**config.mk**
```make
export PLATFORM = sky130hd
export DESIGN_NAME = cpu_multicycle_sequencer
export DESIGN_NICKNAME = d
export VERILOG_FILES = /design/src/rtl/cpu_multicycle_sequencer.sv
export SDC_FILE = /design/constraint.sdc
export NUM_CORES = 1
export LEC_CHECK = 0
export BUFFER_PORTS_ARGS = -buffer_cell sky130_fd_sc_hd__buf_2
export CAP_MARGIN = 20
export CORE_MARGIN = 4
export CORE_UTILIZATION = 40
export CTS_BUF_LIST = sky130_fd_sc_hd__clkbuf_2
export DETAILED_ROUTE_END_ITERATION = 8
export PLACE_DENSITY = 0.65
export RECOVER_POWER = 50
export SYNTH_ARGS = -nofsm -noshare
export SYNTH_HDL_FRONTEND = slang
export SYNTH_SLANG_ARGS = --single-unit
```
**constraint.sdc**
```tcl
create_clock -name clk -period 1.7 [get_ports clk]
set_input_delay 0.34 -clock clk [delete_from_list [all_inputs] [get_ports clk]]
set_output_delay 0.34 -clock clk [all_outputs]
set_load 0.02 [all_outputs]
```
**src/rtl/cpu_multicycle_sequencer.sv**
```systemverilog
// cpu_multicycle_sequencer
// Multi-cycle control sequencer for the single-issue CPU datapath. Walks each
// instruction through FETCH, DECODE, EXEC, optional MEM or MULW, and WB.
// Per-opcode control levels from the control unit are latched in DECODE and
// turned into single-cycle enables in the phase where they take effect. This
// block owns the instruction-memory and data-memory req/ack handshakes.
// Optional build macro SEQ_PERF_CNT_EN adds the cycle_cnt and instr_cnt
// performance counters.
module cpu_multicycle_sequencer #(
    parameter int unsigned MUL_CYCLES = 4,
    parameter logic [4:0]  MUL_OPCODE = 5'b01101
) (
    input  logic        clk,
    input  logic        rst,
    input  logic        run,
    input  logic [4:0]  opcode,
    input  logic        cu_reg_write,
    input  logic        cu_mem_read,
    input  logic        cu_mem_write,
    input  logic        cu_pc_jump,
    input  logic        cu_pc_branch,
    output logic        instr_req,
    input  logic        instr_ack,
    output logic        ir_load,
    output logic        data_req,
    output logic        data_we,
    input  logic        data_ack,
    output logic        rf_we,
    output logic        hilo_we,
    output logic        pc_inc,
    output logic        pc_load,
    output logic [2:0]  state,
    output logic        busy
`ifdef SEQ_PERF_CNT_EN
    ,
    output logic [31:0] cycle_cnt,
    output logic [31:0] instr_cnt
`endif
);

    typedef enum logic [2:0] {
        IDLE   = 3'd0,
        FETCH  = 3'd1,
        DECODE = 3'd2,
        EXEC   = 3'd3,
        MEM    = 3'd4,
        MULW   = 3'd5,
        WB     = 3'd6,
        ILLEGAL = 3'd7
    } state_t;

    // The MULW counter counts down to zero, so a load of MUL_CYCLES-1
    // gives exactly MUL_CYCLES cycles in MULW.
    localparam logic [3:0] MulLoad = 4'(MUL_CYCLES - 1);

    state_t     state_q, state_d;
    logic       regWrite_q, regWrite_d;
    logic       memRead_q, memRead_d;
    logic       memWrite_q, memWrite_d;
    logic       jump_q, jump_d;
    logic       mulOp_q, mulOp_d;
    logic       pcTaken_q, pcTaken_d;
    logic [3:0] mulCnt_q, mulCnt_d;

    // State register and latched per-instruction controls.
    always_ff @(posedge clk or posedge rst) begin
        if (rst) begin
            state_q    <= IDLE;
            regWrite_q <= 1'b0;
            memRead_q  <= 1'b0;
            memWrite_q <= 1'b0;
            jump_q     <= 1'b0;
            mulOp_q    <= 1'b0;
            pcTaken_q  <= 1'b0;
            mulCnt_q   <= 4'd0;
        end else begin
            state_q    <= state_d;
            regWrite_q <= regWrite_d;
            memRead_q  <= memRead_d;
            memWrite_q <= memWrite_d;
            jump_q     <= jump_d;
            mulOp_q    <= mulOp_d;
            pcTaken_q  <= pcTaken_d;
            mulCnt_q   <= mulCnt_d;
        end
    end

    // Next-state logic and phase-decoded strobes; everything is forced low
    // while reset is held so abandoned memory requests drop at once.
    always_comb begin
        state_d    = state_q;
        regWrite_d = regWrite_q;
        memRead_d  = memRead_q;
        memWrite_d = memWrite_q;
        jump_d     = jump_q;
        mulOp_d    = mulOp_q;
        pcTaken_d  = pcTaken_q;
        mulCnt_d   = mulCnt_q;
        instr_req  = 1'b0;
        ir_load    = 1'b0;
        data_req   = 1'b0;
        data_we    = 1'b0;
        rf_we      = 1'b0;
        hilo_we    = 1'b0;
        pc_inc     = 1'b0;
        pc_load    = 1'b0;

        case (state_q)
            IDLE: begin
                if (run) begin
                    state_d = FETCH;
                end
            end
            FETCH: begin
                instr_req = 1'b1;
                if (instr_ack) begin
                    ir_load = 1'b1;
                    state_d = DECODE;
                end
            end
            DECODE: begin
                regWrite_d = cu_reg_write;
                memRead_d  = cu_mem_read;
                memWrite_d = cu_mem_write;
                jump_d     = cu_pc_jump;
                mulOp_d    = (opcode == MUL_OPCODE);
                state_d    = EXEC;
            end
            EXEC: begin
                pc_load   = jump_q | cu_pc_branch;
                pcTaken_d = jump_q | cu_pc_branch;
                if (mulOp_q) begin
                    state_d  = MULW;
                    mulCnt_d = MulLoad;
                end else if (memRead_q | memWrite_q) begin
                    state_d = MEM;
                end else begin
                    state_d = WB;
                end
            end
            MEM: begin
                data_req = 1'b1;
                data_we  = memWrite_q;
                if (data_ack) begin
                    state_d = WB;
                end
            end
            MULW: begin
                if (mulCnt_q == 4'd0) begin
                    hilo_we = 1'b1;
                    state_d = WB;
                end else begin
                    mulCnt_d = mulCnt_q - 4'd1;
                end
            end
            WB: begin
                rf_we     = regWrite_q & ~mulOp_q;
                pc_inc    = ~pcTaken_q;
                pcTaken_d = 1'b0;
                state_d   = run ? FETCH : IDLE;
            end
            default: begin
                state_d = IDLE;
            end
        endcase

        if (rst) begin
            instr_req = 1'b0;
            ir_load   = 1'b0;
            data_req  = 1'b0;
            data_we   = 1'b0;
            rf_we     = 1'b0;
            hilo_we   = 1'b0;
            pc_inc    = 1'b0;
            pc_load   = 1'b0;
        end
    end

    assign state = rst ? 3'd0 : state_q;
    assign busy  = ~rst & (state_q != IDLE);

`ifdef SEQ_PERF_CNT_EN
    logic [31:0] cycleCnt_q;
    logic [31:0] instrCnt_q;

    // Busy-cycle and retired-instruction counters; both wrap naturally.
    always_ff @(posedge clk or posedge rst) begin
        if (rst) begin
            cycleCnt_q <= 32'd0;
            instrCnt_q <= 32'd0;
        end else begin
            if (state_q != IDLE) begin
                cycleCnt_q <= cycleCnt_q + 32'd1;
            end
            if (state_q == WB) begin
                instrCnt_q <= instrCnt_q + 32'd1;
            end
        end
    end

    assign cycle_cnt = cycleCnt_q;
    assign instr_cnt = instrCnt_q;
`endif

endmodule

```
## Yosys cells after proc, flatten, opt, wreduce, memory -nomap -nowiden

Cells that the tools add are included.

- Register bits after elaboration: 13
- Output and inout port bits: 12

- Add/sub/neg operators: 1
- Eq/ne operators: 13
- Mux-type cells: 31
- Bitwise logic cells: 7
- Reductions and logical operators: 7

Operator list:

| cell | number |
|---|---|
| one-hot mux 3 bit (7 select lines) | 1 |
| 2-to-1 mux 1 bit | 19 |
| 2-to-1 mux 3 bit | 5 |
| != test 2 bit, second input constant | 6 |
| == test 3 bit, second input constant | 3 |
| 2-to-1 mux 4 bit | 2 |
| one-hot mux 4 bit (2 select lines) | 1 |
| == test 3 x 2 -> 1 bit, second input constant | 2 |
| == test 5 x 4 -> 1 bit, second input constant | 1 |
| logical NOT 4 bit | 1 |
| 2-to-1 mux 2 bit | 2 |
| AND reduction 4 bit | 1 |
| nonzero test 2 bit | 2 |
| subtractor 4 x 1 -> 4 bit, second input constant | 1 |
| == test 3 x 1 -> 1 bit, second input constant | 1 |
| logical NOT 3 bit | 1 |
| inverter 1 bit | 3 |
| AND reduction 3 bit | 1 |
| nonzero test 3 bit | 1 |
| bitwise AND 1 bit | 2 |
| OR 1 bit | 2 |
| one-hot mux 1 bit (2 select lines) | 1 |

## Depth between registers and ports, before layout

- Depth in word-level cells: 4
- Depth in mapped cells: 6

## Least setup slack after synthesis

No wires, ideal clock.

- Path type: reg-to-output
- Start: register mulCnt_q[0]
- End: output port hilo_we
- Data arrival time: 1.567 ns
- Slack: -0.207 ns
- Cell stages (with the launch flop): 6
- Buffers on the path: 1
- Cells stage by stage: dfrtp_1 inv_1 ha_1 or3b_1 clkbuf_2 nor3_1

- Longest elaborated chain between the ends: 4

Ends and longest elaborated chain:

| what | RTL line | RTL |
|---|---|---|
| from (decl) | 63 | `logic [3:0] mulCnt_q, mulCnt_d;` |
| from (signal assigned) | 84 | `mulCnt_q <= mulCnt_d;` |
| logical NOT 4 bit | 149 | `if (mulCnt_q == 4'd0) begin` |
| 2-to-1 mux 1 bit | 149 |  |
| 2-to-1 mux 1 bit | 108 | `case (state_q)` |
| 2-to-1 mux 1 bit | 167 | `if (rst) begin` |
| to (decl) | 29 | `output logic hilo_we,` |

Every way passes these cells.

## Final worst setup path

Same ends and word-level chain as after synthesis.

==> impl_results.md <==
* Via density at 5.09
* RSZ-0062 raised after global routing: true
* # Max-Cap Violations at 0
* Actual slew at the worst max-slew pin at 485 ps
* Routed WL at 2260 um
* Share of power burned in registers at 27.6%
* IO Count at 27
* Post-synth EDFFs at 0
* Leakage at 0.646 nW
* Ranking of synthesized cells by area: dfrtp_1 (39%), mux2_4 (7.1%), or3b_1 (3.1%)
* Worst EP arrival at 1530 ps
* Die Width at 54.0 um
* Syn nets at 105
* Tcrit/Tclk final at 110%
* Syn avg cell area at 9.60 um^2
* Final std cells w/o fill at 160
* Initial DRC Count at 14
* Synth cell count leaders: dfrtp_1 (13), nand2_1 (6), a21oi_1 (5), inv_1 (5), nor3_1 (5)
* Vias in the first global route at 867
* Max clock buf depth at 2
* Min-Delay Path Class: in -> reg
* Internal Pwr Total at 1.25 mW
* CTS clk-pin slew, worst paths at 110 ps
* Tot Pwr at 2.09 mW
* Drc violations at 0
* Worst Setup Start Kind: register
* Initial Utilization at 42.6%
* Top-area cell type share of the netlist area at 38.5%
* Final number of hold-violating endpoints at 0
* Largest net degree at the start of global routing at 14
* Global-route usage over all layers at 18.4%
* Setup violators final at 5
* Status: finished, violations left
* Diode count at 0
* CP Class: reg -> out
* Clock Sink Count at 13
* Clock Power Share at 7.3%
* Synth area leader: dfrtp_1
* Chip height at 54.0 um
* Async SR Flop Fraction at 100%
* Nets at 151
* Seq cells post-synth at 13
* Logic pwr share at 65.1%
* Setup WS post-layout at -172 ps
* Post-synthesis sequential area ratio at 38.5%
* VDD IR max at 1.08 mV
* Initial antenna violation count at 0
* Setup crit end kind: output pin
* Total of warnings raised by yosys at 0
* CP Max Fanout at 2
* Clk root buf: clkbuf_2
* Placer Congestion at 0.743
* Worst Path Required at 1360 ps
* CTS tree: built
* Worst skew pair latency at 260 ps
* Netlist cell types at 34
* H-tree levels at 1
* Fin crit period at 1870 ps
* P_sw at 0.835 mW
* Area growth, synth to finish at 49.8%
* Main flop type after synthesis: dfrtp_1
* WL/cell at 14.1 um
* Final-report max-slew violation count at 0
* Relative slew slack at 67.6%
* Placed Cells at 141
* First-pass GRT wire length at 3840 um
* Count leader, synth: dfrtp_1
* Num CTS Buffers at 3
* Final HPWL DP at 1520 um
* Failing checks: setup timing
* Pre-CTS setup slack at -24.7 ps
* FP Rows at 16
* F_max at 534 MHz
* Core area at 1980 um^2
* Share of layout cells above drive strength 1 at 52.6%
* Pwr dens at 1650 nW/um^2
* Die area at 2910 um^2
* Clock Skew at 5.59 ps
* Drt pass-1 iters at 4
* Final TNS setup at -492 ps
* Switching share of total power at 40.0%
* Post-Syn Area at 845 um^2
* Port Buffers at 26
* Grt ovf at 0
* ANT nets after route at 0
* Synth Instances at 88
* Vias at 815
worst max-delay path, stage by stage, from the launching register on:
cell and delay (ps):
dfrtp_1 410, inv_2 70, ha_1 140, or3b_4 400
nor3_4 120, buf_6 130
power groups by stage:
stage	clock network (mW)	logic, mW	registers [mW]
detailed placement	0	0.930	0.573
global placement	0	0.900	0.573
global route	0.178	1.47	0.595
finish	0.152	1.36	0.576
CTS	0.163	1.17	0.574
floorplan	0	0.744	0.537
final cells by class:
class,instances,area (um^2)
multi-input combinational,62,528
clock buffer,4,20.0
inverter,5,18.8
timing repair buffer,49,339
tap,27,33.8
sequential,13,325
fill,152,717
cell families after synthesis:
group	after synthesis	share of synthesized area (%)
AOI/OAI and AO/OA	16	12.7
adders and majority gates	2	2.96
buffers and inverters	13	8.44
DFF	13	38.5
muxes	6	9.48
and+or+nand+nor	38	27.9
worst paths after layout:
path	start	to	slack (ps)	depth (start not counted)
max	mulCnt_q[0]	hilo_we	-170	5
min	opcode[1]	mulOp_q	260	2
max reg2reg	state_q[2]	regWrite_q	80	4
min reg2reg	mulCnt_q[3]	mulCnt_q[3]	490	1
max in group asynchronous	rst	mulCnt_q[1]	1040	3
min in group asynchronous	rst	state_q[2]	320	3
metrics by stage:
| step | instance area (um^2) | hold WS (ps) | utilization (%) |
|---|---|---|---|
| detailed placement | 1040 | 466 | 52.4 |
| CTS | 1180 | 242 | 59.7 |
| floorplan | 867 | 217 | - |
| global route | 1260 | 233 | 63.8 |
| finish | 1260 | 257 | 63.8 |
| global placement | 1040 | 476 | 52.4 |
state kept, by name (all words and copies together), names as in the netlist:
name        cells
mulCnt_q        4
state_q         3
jump_q          1
memRead_q       1
memWrite_q      1
mulOp_q         1
pcTaken_q       1
regWrite_q      1
per-layer routing:
layer | part of all wire, % | routed length [um] | GRT usage (%)
met5 | 0 | 0 | 0
met4 | 0.40 | 9 | 7.23
met3 | 5.4 | 121 | 3.32
met2 | 51 | 1160 | 31.7
met1 | 43 | 971 | 22.6
repair_timing:
item	CTS	global route
endpoints found under the setup margin	7	10
buffers inserted	10	6
pin swaps	4	3
hold buffers	0	0
resized for setup	16	15
layout by cell type (no fill, tap or decap), types with 2 or more instances in the layout:
master     count
nor3b_2        2
buf_6          6
mux2_4         4
nand2_1        6
nand4b_1       2
nor3_1         2
inv_1          3
o31ai_1        2
nand3_1        2
buf_2         19
nor2b_1        4
a21oi_1        4
mux2i_1        2
clkbuf_2       4
a2bb2oi_1      2
inv_2          2
ha_1           2
nor3_2         2
or3b_4         3
nand2b_1       2
buf_4         20
nor2_1         3
o21ai_0        3
clkbuf_1       3
dfrtp_1       13
No activity file was read; power rests on OpenSTA's default activity.
